<file path="config.mk">
export PLATFORM = sky130hd
export DESIGN_NAME = conv_window_gen_flat
export DESIGN_NICKNAME = d
export VERILOG_FILES = /design/src/rtl/conv_pkg.sv /design/src/rtl/conv_window_gen_if.sv /design/src/rtl/conv_line_buffer.sv /design/src/rtl/conv_window_gen.sv /design/src/flat_wrapper.sv
export SDC_FILE = /design/constraint.sdc
export NUM_CORES = 2
export LEC_CHECK = 0
export CAP_MARGIN = 10
export CORE_MARGIN = 4
export CORE_UTILIZATION = 41
export DETAILED_ROUTE_END_ITERATION = 6
export HOLD_SLACK_MARGIN = 0.06
export PLACE_DENSITY = 0.7
export SKIP_LAST_GASP = 1
export SLEW_MARGIN = 40
export SYNTH_ARGS = -nofsm -noshare
export SYNTH_HDL_FRONTEND = slang
export SYNTH_SLANG_ARGS = --single-unit
</file>
<file path="constraint.sdc">
create_clock -name Clk -period 31.8 [get_ports Clk]
set_input_delay 3.18 -clock Clk [delete_from_list [all_inputs] [get_ports Clk]]
set_output_delay 3.18 -clock Clk [all_outputs]
set_load 0.01 [all_outputs]
</file>
<file path="src/rtl/conv_pkg.sv">
// rtl/conv_pkg.sv - shared constants, window slot mapping and FSM encoding for the 3x3 window generator
package conv_pkg;

    localparam int DATA_WIDTH  = 32;
    localparam int KERNEL_DIM  = 3;
    localparam int KERNEL_SIZE = 9;

    typedef enum logic [1:0] {
        FILL = 2'd0,
        RUN  = 2'd1
    } state_t;

    function automatic int unsigned slot(input int unsigned r, input int unsigned c);
        return r * KERNEL_DIM + c;
    endfunction

endpackage

</file>
<file path="src/rtl/conv_window_gen_if.sv">
// rtl/conv_window_gen_if.sv - pixel stream in, 3x3 window stream out
interface conv_window_gen_if #(
    parameter int DataWidth  = 32,
    parameter int KernelSize = 9
);
    logic [DataWidth-1:0]            pixel_in;
    logic                            pixel_valid;
    logic [KernelSize*DataWidth-1:0] window_out;
    logic                            window_valid;
    logic                            frame_done;
    logic                            busy;

    modport master (
        output pixel_in, pixel_valid,
        input  window_out, window_valid, frame_done, busy
    );

    modport slave (
        input  pixel_in, pixel_valid,
        output window_out, window_valid, frame_done, busy
    );
endinterface

</file>
<file path="src/rtl/conv_line_buffer.sv">
// rtl/conv_line_buffer.sv - enabled delay line, Depth accepted samples deep
module conv_line_buffer #(
    parameter int DataWidth = 32,
    parameter int Depth     = 28
) (
    input  logic                 Clk,
    input  logic                 Rst,
    input  logic                 en,
    input  logic [DataWidth-1:0] din,
    output logic [DataWidth-1:0] dout
);
    logic [DataWidth-1:0] taps [Depth];

    always_ff @(posedge Clk) begin
        if (Rst) begin
            for (int i = 0; i < Depth; i++) taps[i] <= '0;
        end else if (en) begin
            taps[0] <= din;
            for (int i = 1; i < Depth; i++) taps[i] <= taps[i-1];
        end
    end

    assign dout = taps[Depth-1];
endmodule

</file>
<file path="src/rtl/conv_window_gen.sv">
// rtl/conv_window_gen.sv - streaming 3x3 valid-mode window generator feeding the convolution block
module conv_window_gen
    import conv_pkg::*;
#(
    parameter int DataWidth  = DATA_WIDTH,
    parameter int ImgWidth   = 28,
    parameter int ImgHeight  = 28,
    parameter int KernelSize = KERNEL_SIZE
) (
    input logic             Clk,
    input logic             Rst,
    conv_window_gen_if.slave io
);
    if (KernelSize != KERNEL_SIZE) begin : g_bad_kernel
        $error("conv_window_gen supports only a 3x3 kernel");
    end

    localparam int CW = $clog2(ImgWidth);
    localparam int RW = $clog2(ImgHeight);
    localparam logic [CW-1:0] COL_LAST = CW'(ImgWidth - 1);
    localparam logic [RW-1:0] ROW_LAST = RW'(ImgHeight - 1);
    localparam logic [CW-1:0] COL_TWO  = CW'(2);
    localparam logic [RW-1:0] ROW_TWO  = RW'(2);

    logic                 accept;
    logic [CW-1:0]        col_cnt, col_next;
    logic [RW-1:0]        row_cnt, row_next;
    state_t               state_q, state_d;
    logic                 emit, last;
    logic [DataWidth-1:0] lb1_out, lb2_out;
    logic [DataWidth-1:0] new_col [KERNEL_DIM];
    logic [DataWidth-1:0] col_q [KERNEL_DIM][KERNEL_DIM];
    logic [KernelSize*DataWidth-1:0] win_next;

    assign accept = io.pixel_valid;

    conv_line_buffer #(.DataWidth(DataWidth), .Depth(ImgWidth)) u_lb1 (
        .Clk(Clk), .Rst(Rst), .en(accept), .din(io.pixel_in), .dout(lb1_out)
    );

    conv_line_buffer #(.DataWidth(DataWidth), .Depth(ImgWidth)) u_lb2 (
        .Clk(Clk), .Rst(Rst), .en(accept), .din(lb1_out), .dout(lb2_out)
    );

    always_comb begin
        col_next = col_cnt;
        row_next = row_cnt;
        if (accept) begin
            if (col_cnt == COL_LAST) begin
                col_next = '0;
                row_next = (row_cnt == ROW_LAST) ? '0 : row_cnt + 1'b1;
            end else begin
                col_next = col_cnt + 1'b1;
            end
        end
    end

    always_ff @(posedge Clk) begin
        if (Rst) state_q <= FILL;
        else     state_q <= state_d;
    end

    // RUN covers rows 2.. of a frame; the frame wrap drops back to FILL
    always_comb begin
        state_d = state_q;
        emit    = 1'b0;
        last    = 1'b0;
        case (state_q)
            FILL: begin
                if (accept && row_next >= ROW_TWO) state_d = RUN;
            end
            RUN: begin
                emit = accept && (col_cnt >= COL_TWO);
                last = emit && (row_cnt == ROW_LAST) && (col_cnt == COL_LAST);
                if (accept && row_next < ROW_TWO) state_d = FILL;
            end
            default: state_d = FILL;
        endcase
    end

    always_comb begin
        new_col[0] = lb2_out;
        new_col[1] = lb1_out;
        new_col[2] = io.pixel_in;
    end

    // Window is built from the two surviving columns plus the column entering this edge
    always_comb begin
        win_next = '0;
        for (int r = 0; r < KERNEL_DIM; r++) begin
            for (int c = 0; c < KERNEL_DIM; c++) begin
                case (c)
                    0:       win_next[slot(r, c)*DataWidth +: DataWidth] = col_q[1][r];
                    1:       win_next[slot(r, c)*DataWidth +: DataWidth] = col_q[2][r];
                    default: win_next[slot(r, c)*DataWidth +: DataWidth] = new_col[r];
                endcase
            end
        end
    end

    always_ff @(posedge Clk) begin
        if (Rst) begin
            col_cnt         <= '0;
            row_cnt         <= '0;
            io.window_out   <= '0;
            io.window_valid <= 1'b0;
            io.frame_done   <= 1'b0;
            io.busy         <= 1'b0;
            for (int c = 0; c < KERNEL_DIM; c++)
                for (int r = 0; r < KERNEL_DIM; r++)
                    col_q[c][r] <= '0;
        end else begin
            col_cnt         <= col_next;
            row_cnt         <= row_next;
            io.window_valid <= emit;
            io.frame_done   <= last;
            if (emit) io.window_out <= win_next;
            if (accept) begin
                col_q[0] <= col_q[1];
                col_q[1] <= col_q[2];
                for (int r = 0; r < KERNEL_DIM; r++) col_q[2][r] <= new_col[r];
            end
            if (accept)             io.busy <= 1'b1;
            else if (io.frame_done) io.busy <= 1'b0;
        end
    end
endmodule
</file>
<file path="src/flat_wrapper.sv">
// flat-port wrapper written by rule: the top's interface ports become plain ports
module conv_window_gen_flat import conv_pkg::*;
#(
    parameter int DataWidth  = DATA_WIDTH,
    parameter int ImgWidth   = 28,
    parameter int ImgHeight  = 28,
    parameter int KernelSize = KERNEL_SIZE
)
  (Clk, Rst, io_pixel_in, io_pixel_valid, io_window_out, io_window_valid, io_frame_done, io_busy);
  conv_window_gen_if #(.DataWidth(DataWidth), .KernelSize(KernelSize)) io_i ();
  input logic Clk;
  input logic Rst;
  input wire logic [$bits(io_i.pixel_in)-1:0] io_pixel_in;
  input wire logic [$bits(io_i.pixel_valid)-1:0] io_pixel_valid;
  output wire logic [$bits(io_i.window_out)-1:0] io_window_out;
  output wire logic [$bits(io_i.window_valid)-1:0] io_window_valid;
  output wire logic [$bits(io_i.frame_done)-1:0] io_frame_done;
  output wire logic [$bits(io_i.busy)-1:0] io_busy;
  assign io_i.pixel_in = io_pixel_in;
  assign io_i.pixel_valid = io_pixel_valid;
  assign io_window_out = io_i.window_out;
  assign io_window_valid = io_i.window_valid;
  assign io_frame_done = io_i.frame_done;
  assign io_busy = io_i.busy;
  conv_window_gen #(.DataWidth(DataWidth), .ImgWidth(ImgWidth), .ImgHeight(ImgHeight), .KernelSize(KernelSize)) u_core (.Clk(Clk), .Rst(Rst), .io(io_i));
endmodule
</file>
### After elaboration in Yosys (flattened, before gate mapping)

Memory sizes are Yosys's and may differ from the RTL's.
Index checks and enable logic that the tools add are counted.
W data, S select, Z words.

| word-level totals | value |
|---|---|
| output and inout port bits | 291 |
| word-level logic and storage cells | 167 |
| memories kept | 3 |
| input bits | 35 |
| RAM bits | 2,080 |
| register bits after elaboration | 303 |

| operators by class | value |
|---|---|
| magnitude comparators | 3 |
| add/subtract/negate cells | 2 |
| reduce and logical (&&, ||, !) cells | 9 |
| bitwise logic cells | 62 |
| mux-type cells | 76 |
| eq/ne operators | 5 |

Memory list:

| name | words | bits a word | rd ports | clocked after Yosys merged registers in | write ports | RTL line | text |
|---|---|---|---|---|---|---|---|
| u_core.u_lb1.taps | 28 | 32 | 28 | 0 | 28 | conv_line_buffer.sv:12 | `logic [DataWidth-1:0] taps [Depth];` |
| u_core.u_lb2.taps | 28 | 32 | 28 | 0 | 28 | conv_line_buffer.sv:12 |  |
| u_core.col_q | 3 | 96 | 2 | 0 | 3 | conv_window_gen.sv:32 | `logic [DataWidth-1:0] col_q [KERNEL_DIM][KERNEL_DIM];` |

Operators by type and width:

| operator | count |
|---|---|
| $mux W32 | 59 |
| $mux W96 | 2 |
| $or A1 B1 Y1 | 61 |
| $mux W5 | 4 |
| $add A5 B1 Y5 const B | 2 |
| $eq A5 B5 Y1 const B | 2 |
| $ge A5 B2 Y1 const B | 2 |
| $mux W1 | 8 |
| $logic_and A1 B1 Y1 | 5 |
| $lt A5 B2 Y1 const B | 1 |
| $mux W2 | 2 |
| $ne A2 B1 Y1 const B | 2 |
| $pmux W2 S2 | 1 |
| $eq A2 B1 Y1 const B | 1 |
| $logic_not A2 Y1 | 1 |
| $reduce_and A2 Y1 | 1 |
| $reduce_bool A2 Y1 | 1 |
| $reduce_or A2 Y1 | 1 |
| $not A1 Y1 | 1 |

### Longest topological paths before layout

| depth | value |
|---|---|
| depth after elaboration | 8 |
| gate-level depth with buffers | 8 |
| depth with buffers taken out | 5 |

### By module

From an unflattened synthesis, not the netlist that was laid out.

| unflattened totals | value |
|---|---|
| cells, all modules | 5,711 |
| area total of the unflattened synthesis | 87,531.4 µm² |

By module, submodules not included:

| module | times used | area each (µm²) | cells each |
|---|---|---|---|
| conv_line_buffer | 2 | 34,883.5 | 1,988 |
| conv_window_gen | 1 | 17,764.5 | 1,735 |

### Worst setup path before layout

No wires, ideal clock.

| timing | value |
|---|---|
| path kind | input to register |
| from | input Rst |
| to | memory u_core.col_q[1][0] in the netlist's numbering (enable) |
| path buffers | 3 |
| library setup time | 1.485 ns |
| arrival time | 25.830 ns |
| setup slack | 4.485 ns |
| stages on the path | 4 |
| path through | clkbuf_1 -> clkbuf_1 -> clkbuf_1 -> or2_2 |

RTL lines:

| what | RTL line | text |
|---|---|---|
| start: declaration | flat_wrapper.sv:12 | `input logic Rst;` |
| end: declaration | conv_window_gen.sv:32 |  |

==> summary.md <==
| Metric | Value |
|---|---|
| M1 GR Usage | 16.9% |
| Worst setup SP type | input port |
| Maxcap violations | 0 |
| Clock Path Buffers | 3 |
| Busiest grt layer | met2 |
| Status | completed |
| Synth Flop Type | edfxtp_1 |
| Max Fclk | 140 MHz |
| Overall routing resource usage | ~13% |
| Residual DRC count | 0 |
| Root Buffer | clkbuf_16 |
| Final WL | around 130 mm |
| Chip width | between 400 and 500 um |
| RSZ-0062 raised after global routing | no |
| Placer Congestion | around 0.80 |
| Hold_buf cts | 0 |
| Initial Utilization | 41.4% |
| Post-Syn Nets | about 5300 |
| Post CTS Setup Buffer Count | 0 |
| Pleak | 0.0332 uW |
| Worst Setup End Kind | flip-flop |
| Register area | around 62000 um2 |
| Slowest-stage cell, CP | clkdlybuf4s50_1 |
| Setup_tns | 0 ns |
| # IOs | around 330 |
| YS warnings | 0 |
| Pre-Repair DR Iteration Count | 5 |
| Post-DP Area | approximately 85000 um2 |
| PwrDens | roughly 64 nW/um2 |
| Fillers | ~16000 |
| Most frequent cells in the layout | edfxtp_1 (1856), and2_1 (1217), nor2b_1 (641) |
| Clk sink count | roughly 2200 |
| Num CTS Buffers | around 200 |
| Gr ovfl total | 0 |
| Number of global-route vias before repair | about 38000 |
| Minimum clock period | a little over 7 ns |
| Worst EP arrival | about 7.6 ns |
| Layout cells sized above 1 | 6.21% |
| Pwr Total | approximately 5800 uW |
| Syn avg cell area | between 15 and 20 um2 |
| Worst-Margin Slew | between 0.7 and 0.8 ns |
| Final setup viols | 0 |
| Synth cell types | 39 |
| Total number of vias | ~38000 |
| CP peak stage delay | about 0.84 ns |
| DP HPWL | ~73 mm |
| Register area share after synthesis | around 80% |
| 1st-iter DRT viols | around 3000 |
| Cell row count | between 150 and 200 |
| Area Growth Syn to Fin | 15.6% |
| Fin. max-slew vios | 0 |
| Nets | between 5000 and 6000 |
| Clock Skews | between 0.03 and 0.04 ns |
| Skew-Pair Late Insertion Delay | around 0.8 ns |
| Critical-path cell list | clkdlybuf4s50_1, or2_4, buf_12, buf_16, buf_12, buf_16, buf_12, buf_16 |
| CP Max Fanout | between 100 and 150 |
| Worst path required time | 32.24 ns |
| Peak VDD IR | 50.1 uV |
| Post-route ant nets | 0 |
| Post-synth EDFFs | between 1500 and 2000 |
| Tightest Hold Check Type | flip-flop to flip-flop |
| Relative slew slack | a little under half |
| Final Cycle Share | roughly 23% |
| Average vias per placed instance | roughly 4.7 |
| CTS tree | built |
| Initial antenna violation count | 0 |
| Final Hold Viols | 0 |
| Critical path class | input port to flip-flop |
| Die H | between 400 and 500 um |
| Cells after synthesis | roughly 5300 |
| Grt met2 use | roughly a fifth |
| Multi-input gate area in the final layout | 15700 um2 |
| Most common cell after layout, fill and taps aside | edfxtp_1 |
| Core ar. | around 190000 um2 |
| Input/output buffers | roughly 330 |
| Drt wl/cell | 15.9 um |
| H-tree lvl count | 4 |
| Die Area | around 200000 um2 |
| Post-synthesis sequential element count | 2158 |
| Largest net degree at the start of global routing | 257 |
| Clk slew on worst S/H paths | around 0.060 ns |
| First-pass GRT wire length | 207 mm |
| Finished layout cell area | between 90000 and 100000 um2 |
| Grt met3 use | approximately 4.2% |
| Mapped Area | 78800 um2 |
| Async SR Flop Fraction | 0% |
| Post-CTS Resized | 0 |
==> layer usage <==
| metal | part of all wire, % | up-vias |
|---|---|---|
| met2 | 47 | 739 |
| met1 | 43 | 18900 |
| met4 | 2.8 | 0 |
| li1 | - | 18500 |
| met3 | 7.1 | 226 |
| met5 | 0 | - |
==> path summary, 6_finish.rpt <==
| check | from | to | slack [ns] | depth (start not counted) |
|---|---|---|---|---|
| setup reg to reg | u_core.col_cnt[1] | u_core.io.window_out[205] | 28.80 | 6 |
| setup / recovery | io_pixel_valid | u_core.u_lb2.taps[0][67] | 24.64 | 8 |
| hold / removal | u_core.io.window_out[55] | u_core.io.window_out[55] | 0.45 | 2 |
| hold reg to reg | u_core.io.window_out[55] | u_core.io.window_out[55] | 0.45 | 2 |
==> per-stage QoR <==
stage	instances	hold slack [ns]	utilization (%)	setup WS, ns
floorplan	5252	0.466	-	4.48
global placement	7822	0.444	44.2	23.76
detailed placement	7830	0.447	44.4	23.55
CTS	8208	0.455	47.7	24.47
global route	8212	0.470	47.8	24.38
finish	8213	0.452	47.8	24.64
==> cell usage after synthesis (2+ instances only) <==
cell type  count  area [um2]
inv_1          3        11.3
or3_1          2        12.5
o21ai_0        3        15.0
mux2i_1        2        20.0
buf_6         21         236
clkbuf_1     247         927
nand2_1      583        2190
or4b_2         2        20.0
nor2_1         9        33.8
and2_1      1217        7610
a211oi_1       2        15.0
buf_2         34         170
buf_4          2        15.0
a311o_1        2        20.0
nor2b_1      642        4020
a21oi_1      297        1490
dfxtp_1      302        6050
buf_12         2        40.0
ha_1           3        37.5
nand3_1        2        10.0
nand4_1        2        12.5
edfxtp_1    1856       55700
==> flip-flops by register name (all words and copies together) (netlist names) <==
name and flops:
u_core.io.window_out 288, u_core.col_cnt 5, u_core.u_lb2.taps 833, u_core.u_lb1.taps 832, u_core.io.frame_done 1, u_core.io.busy 1
u_core.row_cnt 5, u_core.col_q 191, u_core.io.window_valid 1, u_core.state_q 1
==> power by group <==
part	leakage, uW	switching (uW)	internal (uW)	total [uW]
combinational	0.00715	105	58.0	163
sequential	0.0229	46.4	3250	3290
clock	0.00314	1020	1310	2330
==> cell families after synthesis <==
family / synth area share (%)
xor gates and xnor gates: 0.0111
DFF: 78.4
AOI/OAI and AO/OA: 2.01
buffers and inverters: 1.78
muxes: 0.0254
and+or+nand+nor: 17.7
adders and majority gates: 0.0476
==> final cells by class <==
cell class	instances	area share, %
Multi-Input combinational cell	2784	17.2
Tap cell	2511	3.45
Sequential cell	2158	67.8
Timing Repair Buffer	378	4.45
Inverter	3	0.0124
Clock buffer	284	6.09
Antenna cell	1	0.00275
Clock inverter	94	1.00
==> worst max-delay path: cells and delay by family <==
kind                   cells  cell delay (ns)
buffers and inverters      7             3.47
AND/OR/NAND/NOR            1             0.54
Power figures use the tool's default switching activity.
